`src/rtl/mac_pkg.sv`:
```
// Shared definitions for the dot-product sequencer: default operand and
// accumulator widths plus the sequencer state encoding.
package mac_pkg;

    localparam int unsigned A_WIDTH_DEF   = 16;
    localparam int unsigned B_WIDTH_DEF   = 16;
    localparam int unsigned ACC_WIDTH_DEF = A_WIDTH_DEF + B_WIDTH_DEF;
    localparam int unsigned LEN_W_DEF     = 8;

    typedef enum logic [1:0] {
        ST_IDLE = 2'd0,
        ST_RUN  = 2'd1,
        ST_DONE = 2'd2
    } state_e;

endpackage : mac_pkg

```
`src/rtl/mac_dot_sequencer_mac.sv`:
```
// MAC_UNIT: combinational unsigned multiply-accumulate.
// Output = a * b + Addend, full-width product, sum wraps at ACC_WIDTH bits.
module MAC_UNIT #(
    parameter int unsigned A_WIDTH   = 16,
    parameter int unsigned B_WIDTH   = 16,
    parameter int unsigned ACC_WIDTH = A_WIDTH + B_WIDTH
) (
    input  logic [A_WIDTH-1:0]   a,
    input  logic [B_WIDTH-1:0]   b,
    input  logic [ACC_WIDTH-1:0] Addend,
    output logic [ACC_WIDTH-1:0] Output
);

    logic [A_WIDTH+B_WIDTH-1:0] prod;

    // Zero-extend both operands so the product is computed at full width.
    always_comb begin
        prod   = {{B_WIDTH{1'b0}}, a} * {{A_WIDTH{1'b0}}, b};
        Output = ACC_WIDTH'(prod) + Addend;
    end

endmodule : MAC_UNIT

```
`src/rtl/mac_dot_sequencer.sv`:
```
// mac_dot_sequencer: runs a dot product through one shared MAC_UNIT.
// Accepts a job (len, bias), streams len operand pairs, returns
// bias + sum(a_i * b_i) mod 2^ACC_WIDTH over a valid/ready result port.
// Optional feature: define MAC_DOT_OVF_EN to add the sticky `ovf` wrap flag.
module mac_dot_sequencer
    import mac_pkg::*;
#(
    parameter int unsigned A_WIDTH   = A_WIDTH_DEF,
    parameter int unsigned B_WIDTH   = B_WIDTH_DEF,
    parameter int unsigned ACC_WIDTH = A_WIDTH + B_WIDTH,
    parameter int unsigned LEN_W     = LEN_W_DEF
) (
    input  logic                 clk,
    input  logic                 rst,
    input  logic                 start,
    input  logic [LEN_W-1:0]     len,
    input  logic [ACC_WIDTH-1:0] bias,
    output logic                 busy,
    input  logic                 in_valid,
    output logic                 in_ready,
    input  logic [A_WIDTH-1:0]   in_a,
    input  logic [B_WIDTH-1:0]   in_b,
    output logic                 out_valid,
    input  logic                 out_ready,
    output logic [ACC_WIDTH-1:0] out_result
`ifdef MAC_DOT_OVF_EN
    ,
    output logic                 ovf
`endif
);

    state_e               state_q, state_d;
    logic [ACC_WIDTH-1:0] acc_q, acc_d;
    logic [LEN_W-1:0]     rem_q, rem_d;
    logic [ACC_WIDTH-1:0] mac_out;
    logic                 in_hs;

    // The accumulator register is the MAC addend every cycle.
    MAC_UNIT #(
        .A_WIDTH   (A_WIDTH),
        .B_WIDTH   (B_WIDTH),
        .ACC_WIDTH (ACC_WIDTH)
    ) u_mac (
        .a      (in_a),
        .b      (in_b),
        .Addend (acc_q),
        .Output (mac_out)
    );

    // Handshake-visible outputs decode directly from the state register.
    always_comb begin
        busy       = (state_q != ST_IDLE);
        in_ready   = (state_q == ST_RUN);
        out_valid  = (state_q == ST_DONE);
        out_result = acc_q;
        in_hs      = in_valid && (state_q == ST_RUN);
    end

    // Next-state, accumulator and remaining-count logic.
    always_comb begin
        state_d = state_q;
        acc_d   = acc_q;
        rem_d   = rem_q;
        unique case (state_q)
            ST_IDLE: begin
                if (start) begin
                    acc_d = bias;
                    if (len != '0) begin
                        rem_d   = len;
                        state_d = ST_RUN;
                    end else begin
                        state_d = ST_DONE;
                    end
                end
            end
            ST_RUN: begin
                if (in_hs) begin
                    acc_d = mac_out;
                    rem_d = rem_q - LEN_W'(1);
                    if (rem_q == LEN_W'(1)) begin
                        state_d = ST_DONE;
                    end
                end
            end
            ST_DONE: begin
                if (out_ready) begin
                    state_d = ST_IDLE;
                end
            end
            default: state_d = ST_IDLE;
        endcase
    end

    // State, accumulator and counter registers.
    always_ff @(posedge clk or posedge rst) begin
        if (rst) begin
            state_q <= ST_IDLE;
            acc_q   <= '0;
            rem_q   <= '0;
        end else begin
            state_q <= state_d;
            acc_q   <= acc_d;
            rem_q   <= rem_d;
        end
    end

`ifdef MAC_DOT_OVF_EN
    logic ovf_q, ovf_d;

    // Sticky wrap flag: product < 2^ACC_WIDTH, so a wrap shows as the
    // new sum falling below the old one whenever the product is nonzero.
    always_comb begin
        ovf_d = ovf_q;
        if (state_q == ST_IDLE && start) begin
            ovf_d = 1'b0;
        end else if (in_hs && (in_a != '0) && (in_b != '0) && (mac_out < acc_q)) begin
            ovf_d = 1'b1;
        end
    end

    // Wrap flag register.
    always_ff @(posedge clk or posedge rst) begin
        if (rst) begin
            ovf_q <= 1'b0;
        end else begin
            ovf_q <= ovf_d;
        end
    end

    assign ovf = ovf_q;
`endif

endmodule : mac_dot_sequencer

```
`config.mk`:
```
export PLATFORM = sky130hd
export DESIGN_NAME = mac_dot_sequencer
export DESIGN_NICKNAME = d
export VERILOG_FILES = /design/src/rtl/mac_pkg.sv /design/src/rtl/mac_dot_sequencer_mac.sv /design/src/rtl/mac_dot_sequencer.sv
export SDC_FILE = /design/constraint.sdc
export NUM_CORES = 1
export LEC_CHECK = 0
export CORE_MARGIN = 10
export CORE_UTILIZATION = 45
export CTS_CLUSTER_DIAMETER = 150
export CTS_CLUSTER_SIZE = 16
export DETAILED_ROUTE_END_ITERATION = 10
export HOLD_SLACK_MARGIN = 0.06
export PLACE_DENSITY_LB_ADDON = 0.3
export SYNTH_ARGS = -nofsm -noshare
export SYNTH_HDL_FRONTEND = slang
export SYNTH_SLANG_ARGS = --single-unit
export TNS_END_PERCENT = 30
```
`constraint.sdc`:
```
create_clock -name clk -period 6.11 [get_ports clk]
set_clock_uncertainty 0.15 [all_clocks]
set_input_delay 1.833 -clock clk [delete_from_list [all_inputs] [get_ports clk]]
set_output_delay 1.833 -clock clk [all_outputs]
set_load 0.02 [all_outputs]
```
Word-level counts from Yosys, hierarchy flattened
Index checks and enable logic that the tools add are counted.
{ "totals": {"register_bits": 42, "latchBits": 0, "ram_bits": 0, "romBits": 0, "output_inout_bits": 35, "word_cells": 35, "memories": 0} }
{ "classes": {"add_sub_neg": 2, "mul": 1, "n_div": 0, "n_lt_le_gt_ge": 0, "eq_ne": 8, "shift": 0, "mux": 13, "bitwise_logic": 0, "n_reduce_logical": 8} }
{ "ops": {"columns": ["op", "n"], "rows": [
  ["32-bit two-way mux", 2],
  ["32-bit case mux with 2 select lines", 1],
  ["32-bit adder", 1],
  ["16-bit by 16-bit multiplier with 32-bit output", 1],
  ["8-bit two-way mux", 3],
  ["8-bit case mux with 2 select lines", 1],
  ["2-bit two-way mux", 5],
  ["8-bit by 1-bit == test with 1-bit output (second input constant)", 1],
  ["4-bit AND reduction", 2],
  ["8-bit nonzero test", 1],
  ["8-bit by 1-bit subtractor with 8-bit output (second input constant)", 1],
  ["2-bit by 1-bit inequality test with 1-bit output (second input constant)", 3],
  ["2-bit case mux with 3 select lines", 1],
  ["2-bit inequality test (second input constant)", 2],
  ["2-bit nonzero test", 2],
  ["3-bit AND reduction", 1],
  ["2-bit by 1-bit == test with 1-bit output (second input constant)", 1],
  ["2-bit == test (second input constant)", 1],
  ["2-bit logical NOT", 1],
  ["1-bit logical AND", 1]
]} }

Depth between registers and ports, before layout
{ "logic_depth": {"word_depth": 4, "depth_mapped": 25, "depth_no_buf": 23} }

By module
From an unflattened synthesis, not the netlist that was laid out.
{ "unflattened": {"cells_unflattened": 1330, "hier_area_um2": 11626.2} }
{ "by_module_without_submodules": {"columns": ["mod", "instances", "cells_each", "area_each_um2"], "rows": [
  ["MAC_UNIT", 1, 1109, 9467.8],
  ["mac_dot_sequencer", 1, 221, 2158.3]
]} }

Worst setup path after synthesis
No wires, ideal clock.
{ "synth_path": {"path_kind": "input port to flip-flop", "from": "in in_b[1]", "to": "reg acc_q[26], in the netlist out_result[26]", "arrival_ns": 7.036, "t_required_ns": 5.856, "setup_slack_ns": -1.180, "cell_stages": 20, "path_cell_list": "clkbuf_1 -> nand2_1 -> fa_1 -> fa_1 -> fa_1 -> inv_1 -> fa_1 -> fa_1 -> inv_1 -> fa_1 -> inv_1 -> ha_1 -> a21o_1 -> a21o_1 -> a31o_2 -> a31oi_4 -> o21ai_1 -> a31oi_1 -> xor2_1 -> a221oi_1"} }
{ "synth_between": {"elab_chain_cells": 4} }
{ "synth_rtl": {"columns": ["item", "line", "rtl"], "rows": [
  ["start, declared", "mac_dot_sequencer.sv:22", "input logic [B_WIDTH-1:0] in_b,"],
  ["16-bit by 16-bit multiplier with 32-bit output", "mac_dot_sequencer_mac.sv:18", "prod = {{B_WIDTH{1'b0}}, a} * {{A_WIDTH{1'b0}}, b};"],
  ["32-bit adder", "mac_dot_sequencer_mac.sv:19", "Output = ACC_WIDTH'(prod) + Addend;"],
  ["32-bit two-way mux", "mac_dot_sequencer.sv:77", "if (in_hs) begin"],
  ["32-bit case mux with 2 select lines", "mac_dot_sequencer.sv:64", "unique case (state_q)"],
  ["end signal, assigned", "mac_dot_sequencer.sv:98", "acc_q <= '0;"],
  ["end signal, assigned", "mac_dot_sequencer.sv:102", "acc_q <= acc_d;"],
  ["end, declared", "mac_dot_sequencer.sv:33", "logic [ACC_WIDTH-1:0] acc_q, acc_d;"]
]} }
Every way passes these cells. The select of a mux whose other input is x is not followed.
A chain may end at the register's enable or synchronous reset.

Worst setup path after layout
{ "layout_path": {"from": "in in_a[15]", "to": "reg acc_q[31], in the netlist out_result[31]"} }
{ "layout_between": {"elab_chain_cells": 4} }
{ "layout_rtl": {"columns": ["item", "line", "rtl"], "rows": [
  ["start, declared", "mac_dot_sequencer.sv:21", "input logic [A_WIDTH-1:0] in_a,"],
  ["16-bit by 16-bit multiplier with 32-bit output", "mac_dot_sequencer_mac.sv:18", null],
  ["32-bit adder", "mac_dot_sequencer_mac.sv:19", null],
  ["32-bit two-way mux", "mac_dot_sequencer.sv:77", null],
  ["32-bit case mux with 2 select lines", "mac_dot_sequencer.sv:64", null]
]} }
Every way passes these cells. The select of a mux whose other input is x is not followed.

==> results.json <==
{
  "run_status": "complete, but fails checks",
  "violations": "setup timing",
  "grt_pass1_vias": 10680,
  "ys_seq_elements": 42,
  "crit_path_end_kind": "flip-flop",
  "slew_headroom": 0.2643,
  "cts_hold_buffers": 0,
  "drtIter0Drc": 543,
  "htreeDepth": 2,
  "worstHoldStart": "rem_q[7]",
  "wl_per_cell_um": 17.41,
  "multi_input_area_um2": 9487,
  "wl_met2_um": 16960,
  "drt_wl_total_um": 33840,
  "cp-start-kind": "primary input",
  "clock_sinks": 42,
  "cp_max_fo": 4,
  "setup_slack_ps": -1020,
  "cp_data_required_time_ps": 6120,
  "clk_path_buf_depth": 2,
  "synth_fp_nets": 1724,
  "yosys_most_used_dff": "dfrtp_1",
  "gr-usage-all-layers": 0.2071,
  "routed_via_density": 5.039,
  "ff_latch_area_um2": 1051,
  "nets": 2016,
  "cts_buffers": 5,
  "final_layout_size_suffix_gt1_frac": 0.2596,
  "core_area_um2": 25110,
  "grt_overflow": 0,
  "ys_types": 57,
  "area_delta_synth_final_pct": 36.48,
  "clkTransAtPathRegs_ps": 70,
  "fin_util": 0.6232,
  "syn_area_per_cell_um2": 8.680,
  "drc": 0,
  "drt-met1-wl_um": 14410,
  "maxUsedRoutingLayer": "met4",
  "grt_start_max_net_pins": 43,
  "start_util": 0.4566,
  "rsz0062_at_grt": "yes",
  "cp-startpoint": "in_a[15]",
  "portBuffers": 111,
  "gp_congestion": 0.9321,
  "fin_crit_sh": 1.167,
  "finalHoldViolCount": 0,
  "synth_edf_count": 0,
  "diodes": 0,
  "drv_cap": 0,
  "met3_length_um": 1805,
  "antenna_left": 0,
  "dieArea_um2": 32270,
  "netlist_instances": 1321,
  "rows": 58,
  "yosys_warnings": 0,
  "yosysSeqAreaShare": 0.09166,
  "via_count": 9796,
  "die_h_um": 179.6,
  "ios": 112,
  "r2r_start": "out_result[8]",
  "dieWidth_um": 179.6,
  "clk_latency_ps": 290,
  "synthesis.area_um2": 11470,
  "path_class": "in -> reg",
  "fin_crit_ps": 7130,
  "first_pass_iters": 5,
  "hpwl_um": 26760,
  "cp.arrival_ps": 7140,
  "async_flop_share": 1.000,
  "antenna_found_initial": 0,
  "cts_root_buf": "clkbuf_16",
  "setup_viol": 23,
  "max_freq_ghz": 0.1403,
  "grt_first_pass_wirelength_um": 55690,
  "worst_pin_slew_ps": 1092,
  "drv_slew": 0,
  "holdCritPathClass": "reg -> reg",
  "fillers": 2142,
  "cts_tree": "yes"
}
==> flip-flops by register name, indices dropped and copies added, names as in the netlist <==
register and count:
state_q 2, rem_q 8, out_result 32
==> final timing paths <==
| path | to | slack (ps) | depth (start not counted) |
|---|---|---|---|
| worst min-delay path | rem_q[7] | 410 | 2 |
| worst min register to register | rem_q[7] | 410 | 2 |
| worst max-delay path | out_result[31] | -1020 | 21 |
| min in group asynchronous | out_result[3] | 1920 | 2 |
| max in group asynchronous | out_result[12] | 3300 | 2 |
| worst max register to register | out_result[17] | 1240 | 20 |
==> final cells by class <==
class                           count  area share
Sequential cell                    42     0.06716
Multi-Input combinational cell    881      0.6062
Inverter                          346     0.08299
Clock inverter                      3    0.002798
Clock buffer                        5    0.007996
Tap cell                          330     0.02639
Timing Repair Buffer              337      0.2064
==> timing repair <==
item | 4_1_cts | 5_1_grt
gates resized for setup | 222 | 108
setup endpoints to repair | 25 | 25
buffers inserted | 54 | 20
pin swaps | 107 | 91
gates cloned | 5 | 1
==> stage by stage <==
| step | hold WS [ps] | setup WS (ps) | setup TNS, ps | cells | cell area (um^2) |
|---|---|---|---|---|---|
| after global placement | 347.1 | -1763 | -36810 | 1860 | 14200 |
| after detailed placement | 387.2 | -1810 | -37770 | 1860 | 14200 |
| after CTS | 405.5 | -1053 | -18730 | 1926 | 15230 |
| after global routing | 451.5 | -1231 | -22160 | 1944 | 15650 |
| after floorplan | 321.7 | -865.1 | -13850 | 1321 | 11720 |
| final | 410.5 | -1020 | -18000 | 1944 | 15650 |
==> routing by layer <==
layer | up-vias | GRT usage
li1 | 4562 | -
met1 | 4961 | 0.2711
met2 | 226 | 0.3531
met3 | 47 | 0.03353
met4 | 0 | 0.04333
met5 | - | 0
==> worst max-delay path: stages <==
cell and delay [ps]:
dlygate4sd2_1 340, nand2_1 130, fa_1 580, fa_1 430
fa_1 490, inv_1 50, fa_1 470, fa_1 520
inv_2 40, fa_1 490, inv_2 50, ha_4 240
a21o_1 150, a21o_1 190, a21o_1 200, nor3b_2 170
a21boi_4 270, nor2_4 60, a41oi_2 200, xnor2_1 150
a21oi_1 80
==> cell families (layout without fill, tap and decap cells) <==
logic type / after synthesis / in the layout / synth area share
AO/OA/AOI/OAI: 165 / 165 / 0.09755
AND/OR/NAND/NOR: 361 / 361 / 0.1529
adder cells (fa/ha/maj): 326 / 326 / 0.5031
XOR/XNOR: 29 / 29 / 0.02215
buffers and inverters: 398 / 691 / 0.1327
flip-flops: 42 / 42 / 0.09166
==> cells in the mapped netlist, types with 2 or more instances <==
cell | instances | share of area
o31ai_1 | 2 | 0.0013
a21o_1 | 13 | 0.0085
xnor2_1 | 22 | 0.017
nand2b_1 | 2 | 0.0011
nand4_1 | 5 | 0.0027
o221ai_1 | 11 | 0.0084
a21oi_2 | 4 | 0.0031
nor4_1 | 3 | 0.0016
o21a_1 | 2 | 0.0013
a22oi_1 | 4 | 0.0026
a31oi_1 | 8 | 0.0044
o22ai_1 | 8 | 0.0044
a41o_2 | 2 | 0.0020
nor2_1 | 27 | 0.0088
o21bai_1 | 4 | 0.0026
o21ai_1 | 3 | 0.0013
inv_1 | 346 | 0.11
buf_6 | 3 | 0.0029
ha_1 | 101 | 0.11
and2_1 | 119 | 0.065
or3_1 | 4 | 0.0022
a221oi_1 | 5 | 0.0038
dfrtp_1 | 42 | 0.092
nor3_1 | 9 | 0.0039
fa_1 | 225 | 0.39
nand2_1 | 170 | 0.056
nor2b_1 | 3 | 0.0016
and2_2 | 2 | 0.0013
and3_1 | 5 | 0.0027
a311oi_1 | 3 | 0.0023
a21oi_1 | 36 | 0.016
nor3b_1 | 2 | 0.0013
xor2_1 | 7 | 0.0053
clkbuf_1 | 46 | 0.015
nand3_1 | 7 | 0.0031
o21ai_0 | 41 | 0.018
a211oi_1 | 4 | 0.0026
o211ai_1 | 2 | 0.0013
==> placed cells by master, fill, tap and decap left out, types with 10 or more instances in the layout <==
cell type | synthesis | final
and2_4 | 0 | 25
a21oi_1 | 36 | 23
buf_2 | 0 | 12
inv_1 | 346 | 312
fa_1 | 225 | 208
nand2_1 | 170 | 159
clkdlybuf4s50_1 | 0 | 79
buf_12 | 0 | 22
and2_1 | 119 | 95
buf_4 | 1 | 170
o21ai_0 | 41 | 25
a21oi_2 | 4 | 15
fa_2 | 0 | 17
buf_6 | 3 | 35
dfrtp_1 | 42 | 42
inv_2 | 0 | 34
nor2_1 | 27 | 21
ha_1 | 101 | 84
a21o_1 | 13 | 13
o21ai_1 | 3 | 16
ha_4 | 0 | 15
o221ai_1 | 11 | 10
xnor2_1 | 22 | 20
Power is left out: the tool's default activity adds up to more than one toggle a clock period on the data nets, which glitch-free logic cannot reach.
